File: src/rtl/risc32i_pkg.sv
`default_nettype none
// +----------------------------------------------------------------------+
// | risc32i_pkg                                                           |
// | Shared opcode constants, ALU/immediate encodings and the decoded     |
// | bundle layout for the risc32i decode stage.                          |
// | Revision: 1.0                                                        |
// +----------------------------------------------------------------------+
package risc32i_pkg;

   localparam int XLEN = 32;

   localparam logic [6:0] OPC_LUI    = 7'b0110111;
   localparam logic [6:0] OPC_AUIPC  = 7'b0010111;
   localparam logic [6:0] OPC_JAL    = 7'b1101111;
   localparam logic [6:0] OPC_JALR   = 7'b1100111;
   localparam logic [6:0] OPC_BRANCH = 7'b1100011;
   localparam logic [6:0] OPC_LOAD   = 7'b0000011;
   localparam logic [6:0] OPC_STORE  = 7'b0100011;
   localparam logic [6:0] OPC_OPIMM  = 7'b0010011;
   localparam logic [6:0] OPC_OP     = 7'b0110011;
   localparam logic [6:0] OPC_FENCE  = 7'b0001111;

   typedef enum logic [3:0] {
      ALU_ADD   = 4'd0,
      ALU_SUB   = 4'd1,
      ALU_SLL   = 4'd2,
      ALU_SLT   = 4'd3,
      ALU_SLTU  = 4'd4,
      ALU_XOR   = 4'd5,
      ALU_SRL   = 4'd6,
      ALU_SRA   = 4'd7,
      ALU_OR    = 4'd8,
      ALU_AND   = 4'd9,
      ALU_PASSB = 4'd10
   } alu_op_t;

   typedef enum logic [2:0] {
      IMM_I    = 3'd0,
      IMM_S    = 3'd1,
      IMM_B    = 3'd2,
      IMM_U    = 3'd3,
      IMM_J    = 3'd4,
      IMM_NONE = 3'd5
   } imm_fmt_t;

   typedef struct packed {
      logic [XLEN-1:0] pc;
      logic [4:0]      rd;
      logic [4:0]      rs1;
      logic [4:0]      rs2;
      logic [XLEN-1:0] imm;
      alu_op_t         alu_op;
      logic [2:0]      funct3;
      logic            use_imm;
      logic            reg_write;
      logic            mem_read;
      logic            mem_write;
      logic            branch;
      logic            jump;
      logic            illegal;
   } bundle_t;

   // funct3 -> ALU op for OP / OP-IMM; alt selects SUB/SRA variants
   function automatic alu_op_t alu_from_f3(input logic [2:0] f3, input logic alt);
      alu_op_t op;
      case (f3)
         3'b000:  op = alt ? ALU_SUB : ALU_ADD;
         3'b001:  op = ALU_SLL;
         3'b010:  op = ALU_SLT;
         3'b011:  op = ALU_SLTU;
         3'b100:  op = ALU_XOR;
         3'b101:  op = alt ? ALU_SRA : ALU_SRL;
         3'b110:  op = ALU_OR;
         default: op = ALU_AND;
      endcase
      return op;
   endfunction

endpackage
`default_nettype wire

File: src/rtl/decode_stage_if.sv
`default_nettype none
// +----------------------------------------------------------------------+
// | decode_stage_if                                                       |
// | Fetch-side and execute-side handshake/bundle signals of the decode   |
// | stage. slave = decode stage view, master = surrounding pipeline.     |
// | Revision: 1.0                                                        |
// +----------------------------------------------------------------------+
interface decode_stage_if;
   import risc32i_pkg::*;

   logic            in_valid;
   logic            in_ready;
   logic [XLEN-1:0] in_instr;
   logic [XLEN-1:0] in_pc;

   logic            out_valid;
   logic            out_ready;
   logic [XLEN-1:0] out_pc;
   logic [4:0]      out_rd;
   logic [4:0]      out_rs1;
   logic [4:0]      out_rs2;
   logic [XLEN-1:0] out_imm;
   alu_op_t         out_alu_op;
   logic [2:0]      out_funct3;
   logic            out_use_imm;
   logic            out_reg_write;
   logic            out_mem_read;
   logic            out_mem_write;
   logic            out_branch;
   logic            out_jump;
   logic            out_illegal;

   modport slave (
      input  in_valid, in_instr, in_pc, out_ready,
      output in_ready, out_valid, out_pc, out_rd, out_rs1, out_rs2, out_imm,
             out_alu_op, out_funct3, out_use_imm, out_reg_write, out_mem_read,
             out_mem_write, out_branch, out_jump, out_illegal
   );

   modport master (
      output in_valid, in_instr, in_pc, out_ready,
      input  in_ready, out_valid, out_pc, out_rd, out_rs1, out_rs2, out_imm,
             out_alu_op, out_funct3, out_use_imm, out_reg_write, out_mem_read,
             out_mem_write, out_branch, out_jump, out_illegal
   );

endinterface
`default_nettype wire

File: src/rtl/imm_gen.sv
`default_nettype none
// +----------------------------------------------------------------------+
// | imm_gen                                                               |
// | Combinational RV32I immediate extraction for I/S/B/U/J formats.      |
// | Revision: 1.0                                                        |
// +----------------------------------------------------------------------+
module imm_gen
   import risc32i_pkg::*;
(
   input  logic [31:7]     instr_i,   // opcode bits never feed an immediate
   input  imm_fmt_t        fmt_i,
   output logic [XLEN-1:0] imm_o
);

   // select and sign-extend the immediate for the requested format
   always_comb begin
      imm_o = '0;
      case (fmt_i)
         IMM_I: imm_o = {{20{instr_i[31]}}, instr_i[31:20]};
         IMM_S: imm_o = {{20{instr_i[31]}}, instr_i[31:25], instr_i[11:7]};
         IMM_B: imm_o = {{19{instr_i[31]}}, instr_i[31], instr_i[7],
                         instr_i[30:25], instr_i[11:8], 1'b0};
         IMM_U: imm_o = {instr_i[31:12], 12'b0};
         IMM_J: imm_o = {{11{instr_i[31]}}, instr_i[31], instr_i[19:12],
                         instr_i[20], instr_i[30:21], 1'b0};
         default: imm_o = '0;
      endcase
   end

endmodule
`default_nettype wire

File: src/rtl/decode_stage.sv
`default_nettype none
// +----------------------------------------------------------------------+
// | decode_stage                                                          |
// | Registered RV32I decoder: field/flag decode, illegal detection and a |
// | single valid/ready pipeline register with synchronous flush.         |
// | Revision: 1.0                                                        |
// +----------------------------------------------------------------------+
module decode_stage
   import risc32i_pkg::*;
(
   input  logic           clk,
   input  logic           rst,
   input  logic           flush,
   decode_stage_if.slave  bus
);

   logic [6:0] opcode;
   logic [2:0] f3;
   logic [6:0] f7;
   imm_fmt_t   fmt;
   logic [XLEN-1:0] imm;
   bundle_t    bundle_d;
   bundle_t    bundle_q;
   logic       valid_q;
   logic       take_in;

   assign opcode = bus.in_instr[6:0];
   assign f3     = bus.in_instr[14:12];
   assign f7     = bus.in_instr[31:25];

   imm_gen u_imm_gen (
      .instr_i (bus.in_instr[31:7]),
      .fmt_i   (fmt),
      .imm_o   (imm)
   );

   // decode opcode into format, ALU op and control flags; illegal wins last
   always_comb begin
      fmt                = IMM_NONE;
      bundle_d           = '0;
      bundle_d.pc        = bus.in_pc;
      bundle_d.rd        = bus.in_instr[11:7];
      bundle_d.rs1       = bus.in_instr[19:15];
      bundle_d.rs2       = bus.in_instr[24:20];
      bundle_d.funct3    = f3;
      bundle_d.alu_op    = ALU_ADD;
      case (opcode)
         OPC_LUI: begin
            fmt = IMM_U;
            bundle_d.alu_op    = ALU_PASSB;
            bundle_d.use_imm   = 1'b1;
            bundle_d.reg_write = 1'b1;
         end
         OPC_AUIPC: begin
            fmt = IMM_U;
            bundle_d.use_imm   = 1'b1;
            bundle_d.reg_write = 1'b1;
         end
         OPC_JAL: begin
            fmt = IMM_J;
            bundle_d.use_imm   = 1'b1;
            bundle_d.reg_write = 1'b1;
            bundle_d.jump      = 1'b1;
         end
         OPC_JALR: begin
            fmt = IMM_I;
            bundle_d.use_imm   = 1'b1;
            bundle_d.reg_write = 1'b1;
            bundle_d.jump      = 1'b1;
            bundle_d.illegal   = (f3 != 3'b000);
         end
         OPC_BRANCH: begin
            fmt = IMM_B;
            bundle_d.alu_op    = ALU_SUB;
            bundle_d.branch    = 1'b1;
            bundle_d.illegal   = (f3 == 3'b010) || (f3 == 3'b011);
         end
         OPC_LOAD: begin
            fmt = IMM_I;
            bundle_d.use_imm   = 1'b1;
            bundle_d.reg_write = 1'b1;
            bundle_d.mem_read  = 1'b1;
            bundle_d.illegal   = (f3 == 3'b011) || (f3 == 3'b110) || (f3 == 3'b111);
         end
         OPC_STORE: begin
            fmt = IMM_S;
            bundle_d.use_imm   = 1'b1;
            bundle_d.mem_write = 1'b1;
            bundle_d.illegal   = (f3 >= 3'b011);
         end
         OPC_OPIMM: begin
            fmt = IMM_I;
            bundle_d.alu_op    = alu_from_f3(f3, (f3 == 3'b101) && bus.in_instr[30]);
            bundle_d.use_imm   = 1'b1;
            bundle_d.reg_write = 1'b1;
            if (f3 == 3'b001)
               bundle_d.illegal = (f7 != 7'h00);
            else if (f3 == 3'b101)
               bundle_d.illegal = (f7 != 7'h00) && (f7 != 7'h20);
         end
         OPC_OP: begin
            bundle_d.alu_op    = alu_from_f3(f3, bus.in_instr[30]);
            bundle_d.reg_write = 1'b1;
            bundle_d.illegal   = !((f7 == 7'h00) ||
                                   ((f7 == 7'h20) && ((f3 == 3'b000) || (f3 == 3'b101))));
         end
         OPC_FENCE: begin
            // executes as a NOP in this in-order core
         end
         default: bundle_d.illegal = 1'b1;
      endcase

      if (bus.in_instr[1:0] != 2'b11)
         bundle_d.illegal = 1'b1;

      bundle_d.imm = imm;

      if (bundle_d.rd == 5'd0)
         bundle_d.reg_write = 1'b0;

      if (bundle_d.illegal) begin
         bundle_d.use_imm   = 1'b0;
         bundle_d.reg_write = 1'b0;
         bundle_d.mem_read  = 1'b0;
         bundle_d.mem_write = 1'b0;
         bundle_d.branch    = 1'b0;
         bundle_d.jump      = 1'b0;
      end
   end

   assign bus.in_ready = !valid_q || bus.out_ready;
   assign take_in      = bus.in_valid && bus.in_ready && !flush;

   // pipeline register: flush beats capture, capture beats drain, stall holds
   always_ff @(posedge clk or posedge rst) begin
      if (rst) begin
         valid_q  <= 1'b0;
         bundle_q <= '0;
      end else if (flush) begin
         valid_q  <= 1'b0;
      end else if (take_in) begin
         valid_q  <= 1'b1;
         bundle_q <= bundle_d;
      end else if (bus.out_ready) begin
         valid_q  <= 1'b0;
      end
   end

   assign bus.out_valid     = valid_q;
   assign bus.out_pc        = bundle_q.pc;
   assign bus.out_rd        = bundle_q.rd;
   assign bus.out_rs1       = bundle_q.rs1;
   assign bus.out_rs2       = bundle_q.rs2;
   assign bus.out_imm       = bundle_q.imm;
   assign bus.out_alu_op    = bundle_q.alu_op;
   assign bus.out_funct3    = bundle_q.funct3;
   assign bus.out_use_imm   = bundle_q.use_imm;
   assign bus.out_reg_write = bundle_q.reg_write;
   assign bus.out_mem_read  = bundle_q.mem_read;
   assign bus.out_mem_write = bundle_q.mem_write;
   assign bus.out_branch    = bundle_q.branch;
   assign bus.out_jump      = bundle_q.jump;
   assign bus.out_illegal   = bundle_q.illegal;

endmodule
`default_nettype wire

File: src/flat_wrapper.sv
// flat-port wrapper written by rule: the top's interface ports become plain ports
module decode_stage_flat import risc32i_pkg::*;
  (clk, rst, flush, bus_in_valid, bus_in_instr, bus_in_pc, bus_out_ready, bus_in_ready, bus_out_valid, bus_out_pc, bus_out_rd, bus_out_rs1, bus_out_rs2, bus_out_imm, bus_out_alu_op, bus_out_funct3, bus_out_use_imm, bus_out_reg_write, bus_out_mem_read, bus_out_mem_write, bus_out_branch, bus_out_jump, bus_out_illegal);
  decode_stage_if bus_i ();
  input  logic clk;
  input  logic rst;
  input  logic flush;
  input wire logic [$bits(bus_i.in_valid)-1:0] bus_in_valid;
  input wire logic [$bits(bus_i.in_instr)-1:0] bus_in_instr;
  input wire logic [$bits(bus_i.in_pc)-1:0] bus_in_pc;
  input wire logic [$bits(bus_i.out_ready)-1:0] bus_out_ready;
  output wire logic [$bits(bus_i.in_ready)-1:0] bus_in_ready;
  output wire logic [$bits(bus_i.out_valid)-1:0] bus_out_valid;
  output wire logic [$bits(bus_i.out_pc)-1:0] bus_out_pc;
  output wire logic [$bits(bus_i.out_rd)-1:0] bus_out_rd;
  output wire logic [$bits(bus_i.out_rs1)-1:0] bus_out_rs1;
  output wire logic [$bits(bus_i.out_rs2)-1:0] bus_out_rs2;
  output wire logic [$bits(bus_i.out_imm)-1:0] bus_out_imm;
  output wire logic [$bits(bus_i.out_alu_op)-1:0] bus_out_alu_op;
  output wire logic [$bits(bus_i.out_funct3)-1:0] bus_out_funct3;
  output wire logic [$bits(bus_i.out_use_imm)-1:0] bus_out_use_imm;
  output wire logic [$bits(bus_i.out_reg_write)-1:0] bus_out_reg_write;
  output wire logic [$bits(bus_i.out_mem_read)-1:0] bus_out_mem_read;
  output wire logic [$bits(bus_i.out_mem_write)-1:0] bus_out_mem_write;
  output wire logic [$bits(bus_i.out_branch)-1:0] bus_out_branch;
  output wire logic [$bits(bus_i.out_jump)-1:0] bus_out_jump;
  output wire logic [$bits(bus_i.out_illegal)-1:0] bus_out_illegal;
  assign bus_i.in_valid = bus_in_valid;
  assign bus_i.in_instr = bus_in_instr;
  assign bus_i.in_pc = bus_in_pc;
  assign bus_i.out_ready = bus_out_ready;
  assign bus_in_ready = bus_i.in_ready;
  assign bus_out_valid = bus_i.out_valid;
  assign bus_out_pc = bus_i.out_pc;
  assign bus_out_rd = bus_i.out_rd;
  assign bus_out_rs1 = bus_i.out_rs1;
  assign bus_out_rs2 = bus_i.out_rs2;
  assign bus_out_imm = bus_i.out_imm;
  assign bus_out_alu_op = bus_i.out_alu_op;
  assign bus_out_funct3 = bus_i.out_funct3;
  assign bus_out_use_imm = bus_i.out_use_imm;
  assign bus_out_reg_write = bus_i.out_reg_write;
  assign bus_out_mem_read = bus_i.out_mem_read;
  assign bus_out_mem_write = bus_i.out_mem_write;
  assign bus_out_branch = bus_i.out_branch;
  assign bus_out_jump = bus_i.out_jump;
  assign bus_out_illegal = bus_i.out_illegal;
  decode_stage u_core (.clk(clk), .rst(rst), .flush(flush), .bus(bus_i));
endmodule
File: config.mk
export PLATFORM = sky130hd
export DESIGN_NAME = decode_stage_flat
export DESIGN_NICKNAME = d
export VERILOG_FILES = /design/src/rtl/risc32i_pkg.sv /design/src/rtl/decode_stage_if.sv /design/src/rtl/imm_gen.sv /design/src/rtl/decode_stage.sv /design/src/flat_wrapper.sv
export SDC_FILE = /design/constraint.sdc
export NUM_CORES = 1
export LEC_CHECK = 0
export BUFFER_PORTS_ARGS = -buffer_cell sky130_fd_sc_hd__buf_2
export CORE_ASPECT_RATIO = 0.8
export CORE_MARGIN = 4
export CORE_UTILIZATION = 40
export CTS_BUF_LIST = sky130_fd_sc_hd__clkbuf_2 sky130_fd_sc_hd__clkbuf_4 sky130_fd_sc_hd__clkbuf_8
export DETAILED_ROUTE_END_ITERATION = 8
export PLACE_DENSITY = 0.75
export SLEW_MARGIN = 20
export SYNTH_ARGS = -nofsm -noshare
export SYNTH_HDL_FRONTEND = slang
export SYNTH_HIERARCHICAL = 1
export SYNTH_SLANG_ARGS = --single-unit
File: constraint.sdc
create_clock -name clk -period 3.4 [get_ports clk]
set_clock_uncertainty 0.15 [all_clocks]
set_input_delay 0.51 -clock clk [delete_from_list [all_inputs] [get_ports clk]]
set_output_delay 0.51 -clock clk [all_outputs]
set_load 0.02 [all_outputs]
After elaboration in Yosys (flattened, before gate mapping)
Index checks and enable logic that the tools add are counted.
W data, S select, Z words.
{ "classes": {"muxes": 24, "n_reduce_logical": 28, "eq_ne": 24, "n_lt_le_gt_ge": 1, "bitwise_logic": 1} }
{ "op_table": {"columns": ["operator", "n"], "rows": [
  ["$pmux W32 S5", 1],
  ["$pmux W4 S7", 2],
  ["$eq A7 B6 Y1 const B", 4],
  ["$eq A7 B7 Y1 const B", 3],
  ["$mux W1", 17],
  ["$pmux W4 S4", 1],
  ["$eq A3 B3 Y1 const B", 5],
  ["$pmux W3 S5", 1],
  ["$eq A7 B5 Y1 const B", 2],
  ["$reduce_or A7 Y1", 2],
  ["$eq A3 B2 Y1 const B", 4],
  ["$eq A7 B2 Y1 const B", 1],
  ["$eq A7 B4 Y1 const B", 1],
  ["$logic_not A7 Y1", 1],
  ["$ne A7 B6 Y1 const B", 1],
  ["$pmux W1 S7", 1],
  ["$reduce_bool A7 Y1", 1],
  ["$eq A3 B1 Y1 const B", 2],
  ["$logic_not A3 Y1", 2],
  ["$logic_or A1 B1 Y1", 6],
  ["$mux W6", 1],
  ["$reduce_bool A3 Y1", 2],
  ["$logic_and A1 B1 Y1", 5],
  ["$logic_not A5 Y1", 1],
  ["8 further kinds", 11]
]} }
{ "totals": {"out_inout_bits": 95, "regBits": 94, "elab_cells": 93} }

Logic depth before layout (Yosys ltp)
Gate-level depths: netlist of the first run.
{ "depth": {"word_depth": 8, "mapped_depth": 12} }

Hierarchy
The synthesis of the first run kept the hierarchy.
{ "by_module_without_submodules": {"columns": ["mod", "n_inst", "area_each_um2", "seq_area_each_um2", "cells_each"], "rows": [
  ["decode_stage", 1, 3982.6, 2352.3, 459],
  ["imm_gen", 1, 540.5, 0.0, 94]
]} }

Least setup slack after synthesis of the first run
No wires, ideal clock.
{ "synth_timing": {"path_type": "input to register", "startpoint": "input bus_in_instr[5]", "endpoint": "register u_core.bundle_q, in the netlist u_core/bus.out_imm[12]", "t_arrival_ps": 2218, "setup_time_ps": 117, "path_stages": 12, "setup_slack_ps": 915, "path_cell_list": "buf_2 > clkbuf_1 > or3_1 > a21oi_1 > o21ai_0 > buf_2 > and2_0 > buf_2 > a21oi_1 > o22ai_1 > nand2_1 > nand2_1"} }
{ "synth_rtl": {"columns": ["element", "line_no", "rtl"], "rows": [
  ["from (decl)", "flat_wrapper.sv:9", "input wire logic [$bits(bus_i.in_instr)-1:0] bus_in_instr;"],
  ["to (signal assigned)", "decode_stage.sv:143", "bundle_q <= bundle_d;"],
  ["to (decl)", "decode_stage.sv:23", "bundle_t bundle_q;"]
]} }

==> flow_metrics.env, run 1 <==
export IMPL_status="complete, no violations"
export IMPL_path_class="in -> reg"
export IMPL_numPortBuffers=163
export IMPL_ys_ff_latch=94
export IMPL_report_final_slew_viol_count=0
export IMPL_cts_resized=0
export IMPL_post_cts_buffers=0
export IMPL_areaGrowthSynthToFinish_pct=24.81
export IMPL_async_flop_share=1.000
export IMPL_hold_ws_ps=183.0
export IMPL_grt_max_degree=73
export IMPL_grt_overflow=0
export IMPL_die_x_um=126.9
export IMPL_switching_share=0.3090
export IMPL_synth_edf_count=0
export IMPL_pwr_share_clk=0.287
export IMPL_yosysMostFrequentCell="nand2_1"
export IMPL_critPathTopFamily="simple AND/OR/NAND/NOR gates"
export IMPL_synth_area_per_cell_um2=8.179
export IMPL_grt_first_pass_wirelength_mm=20.00
export IMPL_ys_top_cells_by_count="nand2_1 (277), dfrtp_1 (94), a21oi_1 (24), clkbuf_1 (21)"
export IMPL_crit_buf_inv=1
export IMPL_clk_path_buf_depth=2
export IMPL_wire_per_inst_um=14.62
export IMPL_clkTransAtPathRegs_ps=90
export IMPL_grt_usage=0.1909
export IMPL_design_die_area_mm2=0.01308
export IMPL_htreeDepth=3
export IMPL_cap_violations=0
export IMPL_fmax_ghz=0.4019
export IMPL_critPathLaunchType="primary input"
export IMPL_crit_chain="buf_2 > nor2b_1 > o21ai_0 > nand3_1 > nor2b_1 > a21oi_1 > o22ai_1 > nand2_1 > nand2_1"
export IMPL_drtAntennaViolNets=0
export IMPL_seq_area_frac_synth=0.5201
export IMPL_wirelength_mm=12.42
export IMPL_slowest_stage="nor2b_1"
export IMPL_initial_core_util=0.4121
export IMPL_grt_pass1_vias=4003
export IMPL_syn_nets=622
export IMPL_drc=0
export IMPL_grt_busiest_layer="met2"
export IMPL_ys_warn_count=6
export IMPL_crit_arrival_ps=2630
export IMPL_p_per_area_mw_per_mm2=462.9
export IMPL_core_area_mm2=0.01098
export IMPL_switching_power_mw=0.8076
export IMPL_p_seq_frac=0.494
export IMPL_yosysTopAreaCellShare=0.5201
export IMPL_nNetsFinal=769
export IMPL_rsz0062_at_grt="false"
export IMPL_p_comb_frac=0.219
export IMPL_min_path_type="in -> reg"
export IMPL_first_pass_iters=5
export IMPL_synthFlopType="dfrtp_1"
export IMPL_timing_setup_tns_ps=0
export IMPL_cts_sinks=94
export IMPL_ctsHoldBuffers=0
export IMPL_clk_latency_ps=360
export IMPL_critPathCaptureType="flop"
export IMPL_p_int_mw=1.806
export IMPL_tightestPinTransition_ps=964.6
export IMPL_netlist_cell_type_count=51
export IMPL_period_minus_slack_ps=2488
export IMPL_io_pins=164
export IMPL_viasPerCell=4.989
export IMPL_cts_root_buf="clkbuf_8"
export IMPL_antenna_found_initial=1
export IMPL_synth_top_area_cell="dfrtp_1"
export IMPL_finalWeightedCongestion=0.9148
export IMPL_required_ps=3540
export IMPL_drive_gt1_frac=0.2922
export IMPL_grtUsageMet1=0.2639
export IMPL_period_share=0.7318
export IMPL_worst_path_max_fanout=19
export IMPL_num_rows=34
export IMPL_syn_inst=553
export IMPL_cts_buffers=9
export IMPL_vdd_ir_drop_worst_uv=273.8
export IMPL_netlist_top_cells_area="dfrtp_1 (52%), nand2_1 (23%), a21oi_1 (2.7%)"
export IMPL_use_met3=0.04764
export IMPL_grtUsageMet2=0.3069
export IMPL_p_leak_nw=3.223
export IMPL_die_height_um=103.1
export IMPL_dp_hpwl_mm=9.315
export IMPL_via_count=4241
export IMPL_maxSlewHeadroom=0.3550
export IMPL_hold_viol_final=0
export IMPL_tritoncts="yes"
export IMPL_finalSetupViolations=0
export IMPL_slowest_delay_ps=560
export IMPL_drt_iter0_markers=330
export IMPL_netlist_area_mm2=0.004523
## power groups by stage
stage | Clock [mW] | Combinational, mW | Sequential (mW)
global placement | 0 | 0.564 | 1.31
CTS | 0.778 | 0.579 | 1.29
detailed placement | 0 | 0.579 | 1.31
global route | 0.831 | 0.631 | 1.31
finish | 0.750 | 0.572 | 1.29
floorplan | 0 | 0.202 | 1.45
## state kept, by name, indices dropped and copies added (netlist names), 3 cells and up
signal	flops
u_core/bus.out_rd	5
u_core/bus.out_pc	32
u_core/bus.out_imm	32
u_core/bus.out_rs2	5
u_core/bus.out_rs1	5
u_core/bus.out_funct3	3
u_core/bus.out_alu_op	4
## placed cells by master, fill, tap and decap left out, types with 2 or more instances in the layout
cell type,instances
dfrtp_1,94
nand4_1,3
and3b_1,2
buf_2,163
buf_4,12
nand2_1,277
nor3_1,3
nor2b_1,14
o21bai_1,2
mux2_2,5
o21ai_0,9
clkbuf_8,11
and2_1,3
a211oi_1,2
o311ai_0,2
nand3b_1,2
o211ai_1,2
o21a_1,2
a22o_1,3
clkinv_2,3
inv_1,8
and2b_1,3
nor2_1,10
a21oi_1,24
nand2b_1,5
o22ai_1,12
## per-layer routing
| metal | up-vias | part of all wire | wire, um |
|---|---|---|---|
| li1 | 2058 | - | - |
| met1 | 1986 | 0.45 | 5617 |
| met2 | 188 | 0.45 | 5601 |
| met3 | 9 | 0.089 | 1105 |
| met4 | 0 | 0.0080 | 100 |
| met5 | - | 0 | 0 |
## cells by family after synthesis
group           Yosys count  synth area share
mux                       6           0.01466
xor+xnor                  1          0.001937
fa+ha+maj                 1          0.002489
simple gates            333            0.3115
flops                    94            0.5201
compound gates           69           0.09820
buf+inv                  49           0.05118
## per-stage QoR
stage	std cells	instance area, um^2	total power [mW]	utilization	setup slack [ps]
finish	850	5645	2.613	0.5144	912.0
global route	850	5645	2.767	0.5144	713.8
CTS	849	5643	2.648	0.5141	978.3
detailed placement	833	5439	1.889	0.4956	589.0
global placement	833	5439	1.870	0.4956	756.6
floorplan	553	4523	1.653	-	291.3
## layout make-up
| cell class | count | area, um^2 |
|---|---|---|
| diodes | 1 | 2.502 |
| clock buffers | 12 | 158.9 |
| clock inverters | 4 | 45.04 |
| fillers | 1059 | 5330 |
| inverters | 9 | 36.28 |
| multi-input cells | 410 | 1944 |
| flip-flops and latches | 94 | 2352 |
| well taps | 144 | 180.2 |
| repair buffers | 176 | 925.9 |
## worst paths after layout
check,from,end,slack (ps),depth (start not counted)
max in group asynchronous,rst,u_core/bus.out_imm[20]$_DFFE_PP0P_,2190,3
worst min-delay path,flush,u_core/bus.out_valid$_DFFE_PP0P_,180,2
worst max-delay path,bus_in_instr[5],u_core/bus.out_imm[16]$_DFFE_PP0P_,910,9
worst min register to register,u_core/bus.out_pc[31]$_DFFE_PP0P_,u_core/bus.out_pc[31]$_DFFE_PP0P_,320,2
worst max register to register,u_core/bus.out_valid$_DFFE_PP0P_,u_core/bus.out_alu_op[2]$_DFFE_PP0P_,1120,5
min in group asynchronous,rst,u_core/bus.out_pc[21]$_DFFE_PP0P_,190,2
(Power assumes the default switching activity.)
==> run 2, diff against run 1 <==
--- a/config.mk
+++ b/config.mk
@@ -11,7 +11,7 @@
 export CORE_UTILIZATION = 40
 export CTS_BUF_LIST = sky130_fd_sc_hd__clkbuf_2 sky130_fd_sc_hd__clkbuf_4 sky130_fd_sc_hd__clkbuf_8
 export DETAILED_ROUTE_END_ITERATION = 8
-export PLACE_DENSITY = 0.75
+export PLACE_DENSITY = 0.77
 export SLEW_MARGIN = 20
 export SYNTH_ARGS = -nofsm -noshare
 export SYNTH_HDL_FRONTEND = slang
==> constraint.sdc (replaced) <==
create_clock -name clk -period 2 [get_ports clk]
set_clock_uncertainty 0.15 [all_clocks]
set_input_delay 0.3 -clock clk [delete_from_list [all_inputs] [get_ports clk]]
set_output_delay 0.3 -clock clk [all_outputs]
set_load 0.02 [all_outputs]
==> flow_metrics.env, run 2 (synthesis results as in run 1) <==
export IMPL_cap_violations=0
export IMPL_hold_viol_final=0
export IMPL_drt_iter0_markers=297
export IMPL_via_count=4438
export IMPL_grt_pass1_vias=4367
export IMPL_dp_hpwl_mm=9.450
export IMPL_finalSetupViolations=0
export IMPL_p_seq_frac=0.472
export IMPL_multi_input_area_mm2=0.001949
export IMPL_post_cts_buffers=0
export IMPL_htreeDepth=3
export IMPL_io_pins=164
export IMPL_areaGrowthSynthToFinish_pct=37.59
export IMPL_drc=0
export IMPL_seq_area_mm2=0.002352
export IMPL_grt_max_degree=67
export IMPL_initial_core_util=0.4121
export IMPL_p_int_mw=3.202
export IMPL_period_minus_slack_ps=1920
export IMPL_vdd_ir_drop_worst_uv=517.2
export IMPL_layout_commonest_cell="nand2_1"
export IMPL_place_area_mm2=0.005654
export IMPL_hold_ws_ps=27.24
export IMPL_final_cell_area_mm2=0.006223
export IMPL_num_rows=34
export IMPL_required_ps=2160
export IMPL_wire_per_inst_um=14.91
export IMPL_hold_depth=3
export IMPL_path_class="in -> reg"
export IMPL_critPathCaptureType="flop"
export IMPL_p_comb_frac=0.230
export IMPL_fmax_ghz=0.5207
export IMPL_switching_power_mw=1.439
export IMPL_report_final_slew_viol_count=0
export IMPL_cts_root_buf="clkbuf_8"
export IMPL_nNetsFinal=827
export IMPL_final_cell_mix="nand2_1 (277), buf_2 (163), dfrtp_1 (94)"
export IMPL_maxSlewHeadroom=0.6163
export IMPL_cts_buffers=9
export IMPL_critPathLaunchType="primary input"
export IMPL_drive_gt1_frac=0.3028
export IMPL_pwr_share_clk=0.298
export IMPL_grt_overflow=0
export IMPL_antenna_found_initial=0
export IMPL_first_pass_iters=4
export IMPL_rsz0062_at_grt="false"
export IMPL_die_height_um=103.1
export IMPL_numPortBuffers=163
export IMPL_period_share=0.9602
export IMPL_tritoncts="yes"
export IMPL_finalWeightedCongestion=0.8605
export IMPL_clk_latency_ps=370
export IMPL_p_per_area_mw_per_mm2=745.8
export IMPL_drtAntennaViolNets=0
export IMPL_viasPerCell=4.893
export IMPL_clk_path_buf_depth=2
export IMPL_clkTransAtPathRegs_ps=90
export IMPL_status="complete, no violations"
export IMPL_die_x_um=126.9
export IMPL_fillers=1038
export IMPL_cts_sinks=94
export IMPL_grt_first_pass_wirelength_mm=21.82
export IMPL_p_leak_nw=3.491
export IMPL_crit_arrival_ps=2080
export IMPL_design_die_area_mm2=0.01308
export IMPL_grt_usage=0.2100
export IMPL_core_area_mm2=0.01098
export IMPL_wirelength_mm=13.52
export IMPL_worst_path_max_fanout=5
export IMPL_tightestPinTransition_ps=574.4
export IMPL_switching_share=0.3101
export IMPL_min_path_type="in -> reg"
export IMPL_diodes=0
export IMPL_r2r_cells=6
[run 2: per-stage QoR]
step           setup slack (ps)    util  cells  TNS (ps)  power, mW
2_1_floorplan            -102.2       -    553     -1329      2.815
3_3_place_gp             -171.4  0.5152    856     -3561      3.215
3_5_place_dp             -252.3  0.5152    856     -5662      3.247
4_1_cts                   111.6  0.5669    907         0      4.704
5_1_grt                 0.05662  0.5670    907         0      4.906
6_report                  79.57  0.5670    907         0      4.642
[run 2: final timing paths]
kind	from	end	slack [ps]
max	flush	u_core/bus.out_mem_write$_DFFE_PP0P_	80
min	bus_in_valid	u_core/bus.out_valid$_DFFE_PP0P_	30
max reg2reg	u_core/bus.out_valid$_DFFE_PP0P_	u_core/bus.out_mem_write$_DFFE_PP0P_	140
min reg2reg	u_core/bus.out_pc[25]$_DFFE_PP0P_	u_core/bus.out_pc[25]$_DFFE_PP0P_	320
max in group asynchronous	rst	u_core/bus.out_pc[25]$_DFFE_PP0P_	710
min in group asynchronous	rst	u_core/bus.out_imm[9]$_DFFE_PP0P_	390
[run 2: critical path, cell delays in order]
cell	delay, ps
dlygate4sd3_1	530
buf_2	140
nor3b_2	220
buf_4	190
o2111ai_2	190
nor3_4	290
a41o_1	220
[run 2: power by group through the flow]
stage	sequential (mW)	clock (mW)	combinational (mW)
global route	2.21	1.52	1.18
floorplan	2.47	0	0.349
global placement	2.22	0	0.998
finish	2.19	1.38	1.07
CTS	2.19	1.44	1.08
detailed placement	2.22	0	1.02
[run 2: metal layers]
layer	GRT usage	part of all wire	up-vias
li1	-	-	2175
met1	0.2840	0.46	2096
met2	0.3346	0.46	148
met3	0.05800	0.061	19
met4	0.06018	0.015	0
met5	0	0	-
[run 2: repair_timing]
action,4_1_cts,5_1_grt
setup endpoints to repair,0,9
endpoints found under the hold margin,56,0
resized for setup,0,2
hold buffers,35,0
[run 2: layout make-up]
type                       instances  share of cell area
tap                              144             0.02895
clock buffer                      10             0.02111
clock inverter                     6             0.01387
inverter                           9            0.006031
multi-input combinational        410              0.3132
sequential                        94              0.3780
timing repair buffer             234              0.2388
